===== src/rtl/pc_seq_pkg.sv =====
// Shared types and constants for the fetch sequencer: FSM state encoding,
// word size and a redirect alignment helper.
package pc_seq_pkg;

   localparam int XLEN        = 32;
   localparam int INSTR_BYTES = 4;

   typedef enum logic [2:0] {
      IDLE  = 3'd0,
      REQ   = 3'd1,
      WAIT  = 3'd2,
      DRAIN = 3'd3,
      HOLD  = 3'd4,
      FAULT = 3'd5
   } pc_state_e;

   function automatic logic is_misaligned(input logic [XLEN-1:0] addr);
      return addr[1:0] != 2'b00;
   endfunction

endpackage


===== src/rtl/pc_sequencer_adder.sv =====
// AdderPC: sequential-fetch increment, pc + INSTR_BYTES modulo 2^XLEN.
module AdderPC
   import pc_seq_pkg::*;
(
   input  logic [XLEN-1:0] pc_in,
   output logic [XLEN-1:0] pc_plus4
);

   assign pc_plus4 = pc_in + XLEN'(INSTR_BYTES);

endmodule


===== src/rtl/pc_sequencer.sv =====
// Program counter owner and single-outstanding instruction fetch sequencer.
// Build option: PC_MISALIGN_CHECK_EN enables misaligned-redirect detection and the FAULT state.
module pc_sequencer
   import pc_seq_pkg::*;
#(
   parameter logic [XLEN-1:0] RESET_PC = 32'h0000_0000
) (
   input  logic            clk,
   input  logic            rst,
   input  logic            redirect_valid,
   input  logic [XLEN-1:0] redirect_pc,
   output logic            imem_req,
   output logic [XLEN-1:0] imem_addr,
   input  logic            imem_gnt,
   input  logic            imem_rvalid,
   input  logic [XLEN-1:0] imem_rdata,
   output logic            instr_valid,
   output logic [XLEN-1:0] instr,
   output logic [XLEN-1:0] instr_pc,
   input  logic            instr_ready,
   output logic            misalign,
   output logic [XLEN-1:0] misalign_pc
);

   pc_state_e       state, state_nxt;
   logic [XLEN-1:0] pc, pc_nxt, pc_plus4;
   logic [XLEN-1:0] redir_pc;
   logic            redir_bad;
   logic            fault_pend, fault_pend_nxt;
   logic            latch;
   pc_state_e       dest;

   AdderPC u_adder (
      .pc_in    (pc),
      .pc_plus4 (pc_plus4)
   );

`ifdef PC_MISALIGN_CHECK_EN
   assign redir_pc  = redirect_pc;
   assign redir_bad = redirect_valid && is_misaligned(redirect_pc);
`else
   // Without the check the low bits are simply dropped.
   assign redir_pc  = redirect_pc & ~XLEN'(3);
   assign redir_bad = 1'b0;
`endif

   assign dest = redir_bad ? FAULT : REQ;

   always_comb begin
      state_nxt      = state;
      pc_nxt         = pc;
      fault_pend_nxt = fault_pend;
      latch          = 1'b0;
      case (state)
         IDLE: begin
            state_nxt = REQ;
            if (redirect_valid) begin
               pc_nxt    = redir_pc;
               state_nxt = dest;
            end
         end
         REQ: begin
            if (redirect_valid) begin
               pc_nxt = redir_pc;
               if (imem_gnt) begin
                  state_nxt      = DRAIN;
                  fault_pend_nxt = redir_bad;
               end else begin
                  state_nxt = dest;
               end
            end else if (imem_gnt) begin
               state_nxt = WAIT;
            end
         end
         WAIT: begin
            if (redirect_valid) begin
               pc_nxt = redir_pc;
               if (imem_rvalid) begin
                  state_nxt = dest;
               end else begin
                  state_nxt      = DRAIN;
                  fault_pend_nxt = redir_bad;
               end
            end else if (imem_rvalid) begin
               latch     = 1'b1;
               pc_nxt    = pc_plus4;
               state_nxt = HOLD;
            end
         end
         DRAIN: begin
            // The latest redirect decides where we land once the stale word is gone.
            if (redirect_valid) begin
               pc_nxt         = redir_pc;
               fault_pend_nxt = redir_bad;
            end
            if (imem_rvalid)
               state_nxt = (redirect_valid ? redir_bad : fault_pend) ? FAULT : REQ;
         end
         HOLD: begin
            if (redirect_valid) begin
               pc_nxt    = redir_pc;
               state_nxt = dest;
            end else if (instr_ready) begin
               state_nxt = REQ;
            end
         end
         FAULT: begin
            if (redirect_valid) begin
               pc_nxt    = redir_pc;
               state_nxt = dest;
            end
         end
         default: state_nxt = IDLE;
      endcase
   end

   always_ff @(posedge clk) begin
      if (!rst) begin
         state      <= IDLE;
         pc         <= RESET_PC;
         fault_pend <= 1'b0;
         instr      <= '0;
         instr_pc   <= '0;
      end else begin
         state      <= state_nxt;
         pc         <= pc_nxt;
         fault_pend <= fault_pend_nxt;
         if (latch) begin
            instr    <= imem_rdata;
            instr_pc <= pc;
         end
      end
   end

   // Moore outputs: decoded from flops only.
   assign imem_req    = (state == REQ);
   assign imem_addr   = pc;
   assign instr_valid = (state == HOLD);

`ifdef PC_MISALIGN_CHECK_EN
   logic [XLEN-1:0] mis_pc_q;

   always_ff @(posedge clk) begin
      if (!rst)
         mis_pc_q <= '0;
      else if (redir_bad)
         mis_pc_q <= redir_pc;
   end

   assign misalign    = (state == FAULT);
   assign misalign_pc = mis_pc_q;
`else
   assign misalign    = 1'b0;
   assign misalign_pc = '0;
`endif

endmodule


===== config.mk =====
export PLATFORM = sky130hd
export DESIGN_NAME = pc_sequencer
export DESIGN_NICKNAME = d
export VERILOG_FILES = /design/src/rtl/pc_seq_pkg.sv /design/src/rtl/pc_sequencer_adder.sv /design/src/rtl/pc_sequencer.sv
export SDC_FILE = /design/constraint.sdc
export NUM_CORES = 1
export LEC_CHECK = 0
export CORE_UTILIZATION = 40
export CTS_CLUSTER_SIZE = 12
export DETAILED_ROUTE_END_ITERATION = 10
export GPL_ROUTABILITY_DRIVEN = 1
export MAX_ROUTING_LAYER = met4
export PLACE_DENSITY_LB_ADDON = 0.3
export SLEW_MARGIN = 15
export SYNTH_ARGS = -nofsm -noshare
export SYNTH_HDL_FRONTEND = slang
export SYNTH_HIERARCHICAL = 1
export SYNTH_SLANG_ARGS = --single-unit

===== constraint.sdc =====
create_clock -name clk -period 2.25 [get_ports clk]
set_clock_uncertainty 0.1 [all_clocks]
set_input_delay 0.225 -clock clk [delete_from_list [all_inputs] [get_ports clk]]
set_output_delay 0.225 -clock clk [all_outputs]
set_load 0.005 [all_outputs]

* Word level (Yosys, flattened, before mapping)
Cells that the tools add are included.
** Storage, ports and cells
- Flip-flop bits (word level) :: 100
** Cells by class
- Equality and inequality tests :: 15
- Reductions and logical operators :: 7
- Add/subtract/negate cells :: 1
- Multiplexer cells :: 25
** Operators by type and width (count)
- $mux W32 :: 3
- $pmux W32 S2 :: 1
- $add A32 B3 Y32 const B :: 1
- $mux W3 :: 9
- $pmux W3 S6 :: 1
- $ne A2 B2 Y1 const B :: 5
- $reduce_and A5 Y1 :: 2
- $mux W1 :: 8
- $eq A3 B2 Y1 const B :: 2
- $eq A3 B3 Y1 const B :: 2
- $ne A3 B2 Y1 const B :: 2
- $reduce_or A5 Y1 :: 1
- $mux W2 :: 2
- $ne A2 B1 Y1 const B :: 2
- $eq A3 B1 Y1 const B :: 1
- $logic_not A3 Y1 :: 1
- $ne A3 B3 Y1 const B :: 1
- $pmux W1 S3 :: 1
- $reduce_and A3 Y1 :: 1
- $reduce_bool A3 Y1 :: 1
- $reduce_bool A2 Y1 :: 1

* Depth between registers and ports, before layout
- Word-level depth :: 4
- Mapped depth :: 7
- Depth with buffers taken out :: 7

* Modules after synthesis
The synthesis kept the hierarchy.
** By module, submodules not included
- pc_sequencer :: area each 4287.9 um^2, instances 1, sequential area each 2001.9 um^2, cells each 529
- AdderPC :: area each 580.6 um^2, instances 1, sequential area each 0.0 um^2, cells each 83

* Least setup slack after synthesis
Ideal clock, no wire load.
- Path type :: register to register
- Start :: reg pc[2] (netlist: imem_addr[2])
- End :: reg pc[28] (netlist: imem_addr[28])
- Arrival :: 1.720 ns
- Slack :: 0.342 ns
- Setup time :: 0.088 ns
- Cell stages (with the launch flop) :: 8
- Clock period less this slack :: 1.908 ns
- Path through :: dfxtp_1 -> ha_1 -> nand3_1 -> nor4_4 -> nand4_1 -> xnor2_1 -> nand2_1 -> a311oi_2
** On the way
- Cells in the longest elaborated chain, start to end :: 4
** Ends and longest elaborated chain
- start, declared :: line pc_sequencer.sv:26 : logic [XLEN-1:0] pc, pc_nxt, pc_plus4;
- start signal, assigned :: line pc_sequencer.sv:126 : pc <= pc_nxt;
- $add A32 B3 Y32 :: line pc_sequencer_adder.sv:9 : assign pc_plus4 = pc_in + XLEN'(INSTR_BYTES);
- via pc_plus4[28] :: line pc_sequencer.sv:26
- $mux W32 :: line pc_sequencer.sv:84 : end else if (imem_rvalid) begin
- $mux W32 :: line pc_sequencer.sv:76 : if (redirect_valid) begin
- $pmux W32 S2 :: line pc_sequencer.sv:54 : case (state)
The timed path passes the listed nets, and every way through them passes these cells. The select of a mux whose other input is x is not followed.
A chain may end at the register's enable or synchronous reset.

* Final worst setup path
- Start :: reg state[0]
- End :: out imem_req
** On the way
- Cells in the longest elaborated chain, start to end :: 1
** Ends and longest elaborated chain
- start, declared :: line pc_sequencer.sv:25 : pc_state_e state, state_nxt;
- start signal, assigned :: line pc_sequencer.sv:125 : state <= state_nxt;
- $eq A3 B1 Y1 :: line pc_sequencer.sv:136 : assign imem_req = (state == REQ);
- end, declared :: line pc_sequencer.sv:12 : output logic imem_req,
Every way passes these cells.

==> impl_metrics.toml <==
[cts]
clock-sinks = 100
clock_latency_ns = 0.34
ctsResizeCount = 0
root_buffer = "clkbuf_16"
cts_tree = "yes"
cts_hold_buf = 0
post-cts-setup-buffers = 0
clkTransAtPathRegs_ns = 0.07
numCtsBuffers = 9
ctsHtreeMaxLevel = 3
clock_path_buffers = 2

[place]
dpl-instance-area_sq_mm = 0.006593
portBuffers = 165
placed_cells = 901
finalWeightedCongestion = 0.8395
pre_cts_ws_ns = 0.2129
dp_hpwl_microns = 9194

[synth]
yosys-top-cells-count = "nand2_1 (200), dfxtp_1 (100), a21oi_1 (68), nor2_1 (40), buf_4 (38)"
seq_area_frac_synth_pct = 41.12
synth_cells = 612
syn_area_sq_mm = 0.004868
synth_top_area_share_pct = 41.12
syn_avg_cell_area_sq_um = 7.955
yosys.area_share.simple_pct = 25.98
synth_top_family_by_area = "simple AND/OR/NAND/NOR gates"
ys_ff_latch = 100
synth_edf_count = 0
synth_top_flop_cell = "dfxtp_1"
async_reset_ff_share_pct = 0
synth_compound_area_share_pct = 18.02
synth_xor_area_share_pct = 5.037
ys_types = 45
yosysTopAreaCell = "dfxtp_1"
synthTopCellsByArea = "dfxtp_1 (41%), nand2_1 (15%), a311oi_2 (8.0%), a21oi_1 (7.0%), buf_4 (5.9%)"
synthAdderAreaFrac_pct = 0.2570
muxShareOfSynthArea_pct = 0
yosysMostFrequentCell = "nand2_1"
ys_warn_count = 6

[final_layout]
diodes = 0
drive_gt1_share_pct = 10.34
nNetsFinal = 840
fillers = 1043
final_area_sq_mm = 0.006927
regArea_sq_mm = 0.002002
final_util_pct = 59.39
instances_no_fill = 917
multi_input_area_sq_mm = 0.002534
area_growth_pct = 42.28

[timing]
fmax_mhz = 472.9
drv_slew = 0
setup-violations-final = 0
finalCritPeriodShare_pct = 93.98
slew_headroom_pct = 56.03
fin_crit_ns = 2.115
setup_tns_ns = 0
rsz0062_at_grt = "no"
hold_violations = 0
worst_pin_slew_ns = 0.6596
worst_slack_ns = 0.1354

[power]
p_int_mw = 3.187
sw_frac_of_total_pct = 24.84
pwr-share-seq_pct = 45.2
peakVddDrop_v = 0.0003782
p_clk_share_pct = 40.3
cellPowerDensity_mw_per_mm2 = 612.2
leakage_nw = 2.483
power_switching_mw = 1.053
combinationalPowerShare_pct = 14.5

[floorplan]
die_x_microns = 112.3
start_util_pct = 41.74
rows = 39
die_y_microns = 112.3
die_area_sq_mm = 0.01262
core_sq_mm = 0.01166
io-pin-count = 201

[detailed_routing]
dr.pass1.iters = 7
ant_nets = 0
routedWlPerCell_microns = 14.12
avgViaCountPerCell = 5.039
via_count = 4621
drc_errors = 15
drtIter0Drc = 232
drt_wl_total_microns = 12950

[global_routing]
grt.overflow.total = 0
grt_pass1_vias = 4353
grt_pass1_wl_microns = 20630
grtUsageTotal_pct = 20.98
grt_max_degree = 65
antenna_found_initial = 0

[critical_path]
critPathMaxFanout = 9
cp-start-kind = "register"
endpoint_kind = "output pin"
cp_data_arrival_time_ns = 1.79
crit_required_ns = 1.92
critPathKind = "register to output pin"

[hold_path]
hold_path.class = "input pin to register"

[status]
violations = "DRC"
outcome = "finished with violations"

[job]
cap_violations = 0
==> flip-flops by register name, indices dropped and copies added (netlist names) <==
name        cells
fault_pend      1
imem_addr      32
instr          32
instr_pc       32
state           3
==> worst max-delay path, cell delays in order (launching register included) <==
cell and delay, ns:
dfxtp_1 0.50, inv_1 0.17, nor3_1 0.23, clkdlybuf4s50_1 0.54
==> kinds of logic (layout without fill, tap and decap cells) <==
| group | count (synthesis) | count (layout) |
|---|---|---|
| other | 1 | 33 |
| AND/OR/NAND/NOR | 291 | 291 |
| adder cells (fa/ha/maj) | 1 | 1 |
| AO/OA/AOI/OAI | 112 | 112 |
| XOR/XNOR | 28 | 28 |
| buffers and inverters | 79 | 209 |
| flip-flops | 100 | 100 |
==> cell usage in the layout (no fill, tap or decap), types with 3 or more instances in the layout <==
master           synthesis  routed
nand4_1                  9       9
buf_4                   38      19
nand3_1                 13      12
nand2b_1                 5       5
clkdlybuf4s50_1          0     165
buf_12                   0       3
clkbuf_16                0       9
inv_1                    5       5
or2_2                    3       3
o21ai_0                  4       4
xnor2_1                 21      21
nor2_1                  40      40
a21oi_1                 68      68
a311oi_2                26      26
nor3_1                   4       4
xor2_1                   7       7
dfxtp_1                100     100
nand2_1                200     200
conb_1                   1      33
a311oi_1                 4       4
==> metal layers <==
layer	part of all wire (%)	routed length, microns	GRT usage, %
met1	42	5416	24.35
met2	50	6497	36.19
met3	6.4	832	4.320
met4	1.6	201	6.844
met5	0	0	-
==> layout make-up <==
class / count / area share [%]
well taps: 143 / 2.583
flip-flops and latches: 100 / 28.90
multi-input cells: 465 / 36.58
clock inverters: 6 / 1.373
clock buffers: 10 / 3.450
repair buffers: 187 / 26.77
inverters: 6 / 0.3432
==> power groups by stage <==
stage | clock network [mW] | registers [mW] | logic (mW)
after global routing | 1.81 | 1.93 | 0.667
after floorplan | 0 | 1.95 | 0.326
final | 1.71 | 1.91 | 0.616
after CTS | 1.75 | 1.91 | 0.617
after detailed placement | 0 | 1.95 | 0.613
after global placement | 0 | 1.95 | 0.602
==> through the flow <==
stage | hold WS (ns) | total power, mW
finish | 0.3215 | 4.240
global route | 0.3361 | 4.400
CTS | 0.3151 | 4.276
detailed placement | 0.3334 | 2.567
global placement | 0.3217 | 2.553
floorplan | 0.2300 | 2.278
==> path summary, 6_finish.rpt <==
check,slack [ns],to,start,cells after the start
setup / recovery,0.14,imem_req,state[0],3
hold / removal,0.32,instr[0],imem_rdata[0],3
setup reg to reg,0.18,imem_addr[14],imem_addr[2],8
hold reg to reg,0.34,fault_pend,fault_pend,2
Note: power is estimated with default switching activity, not from simulation.
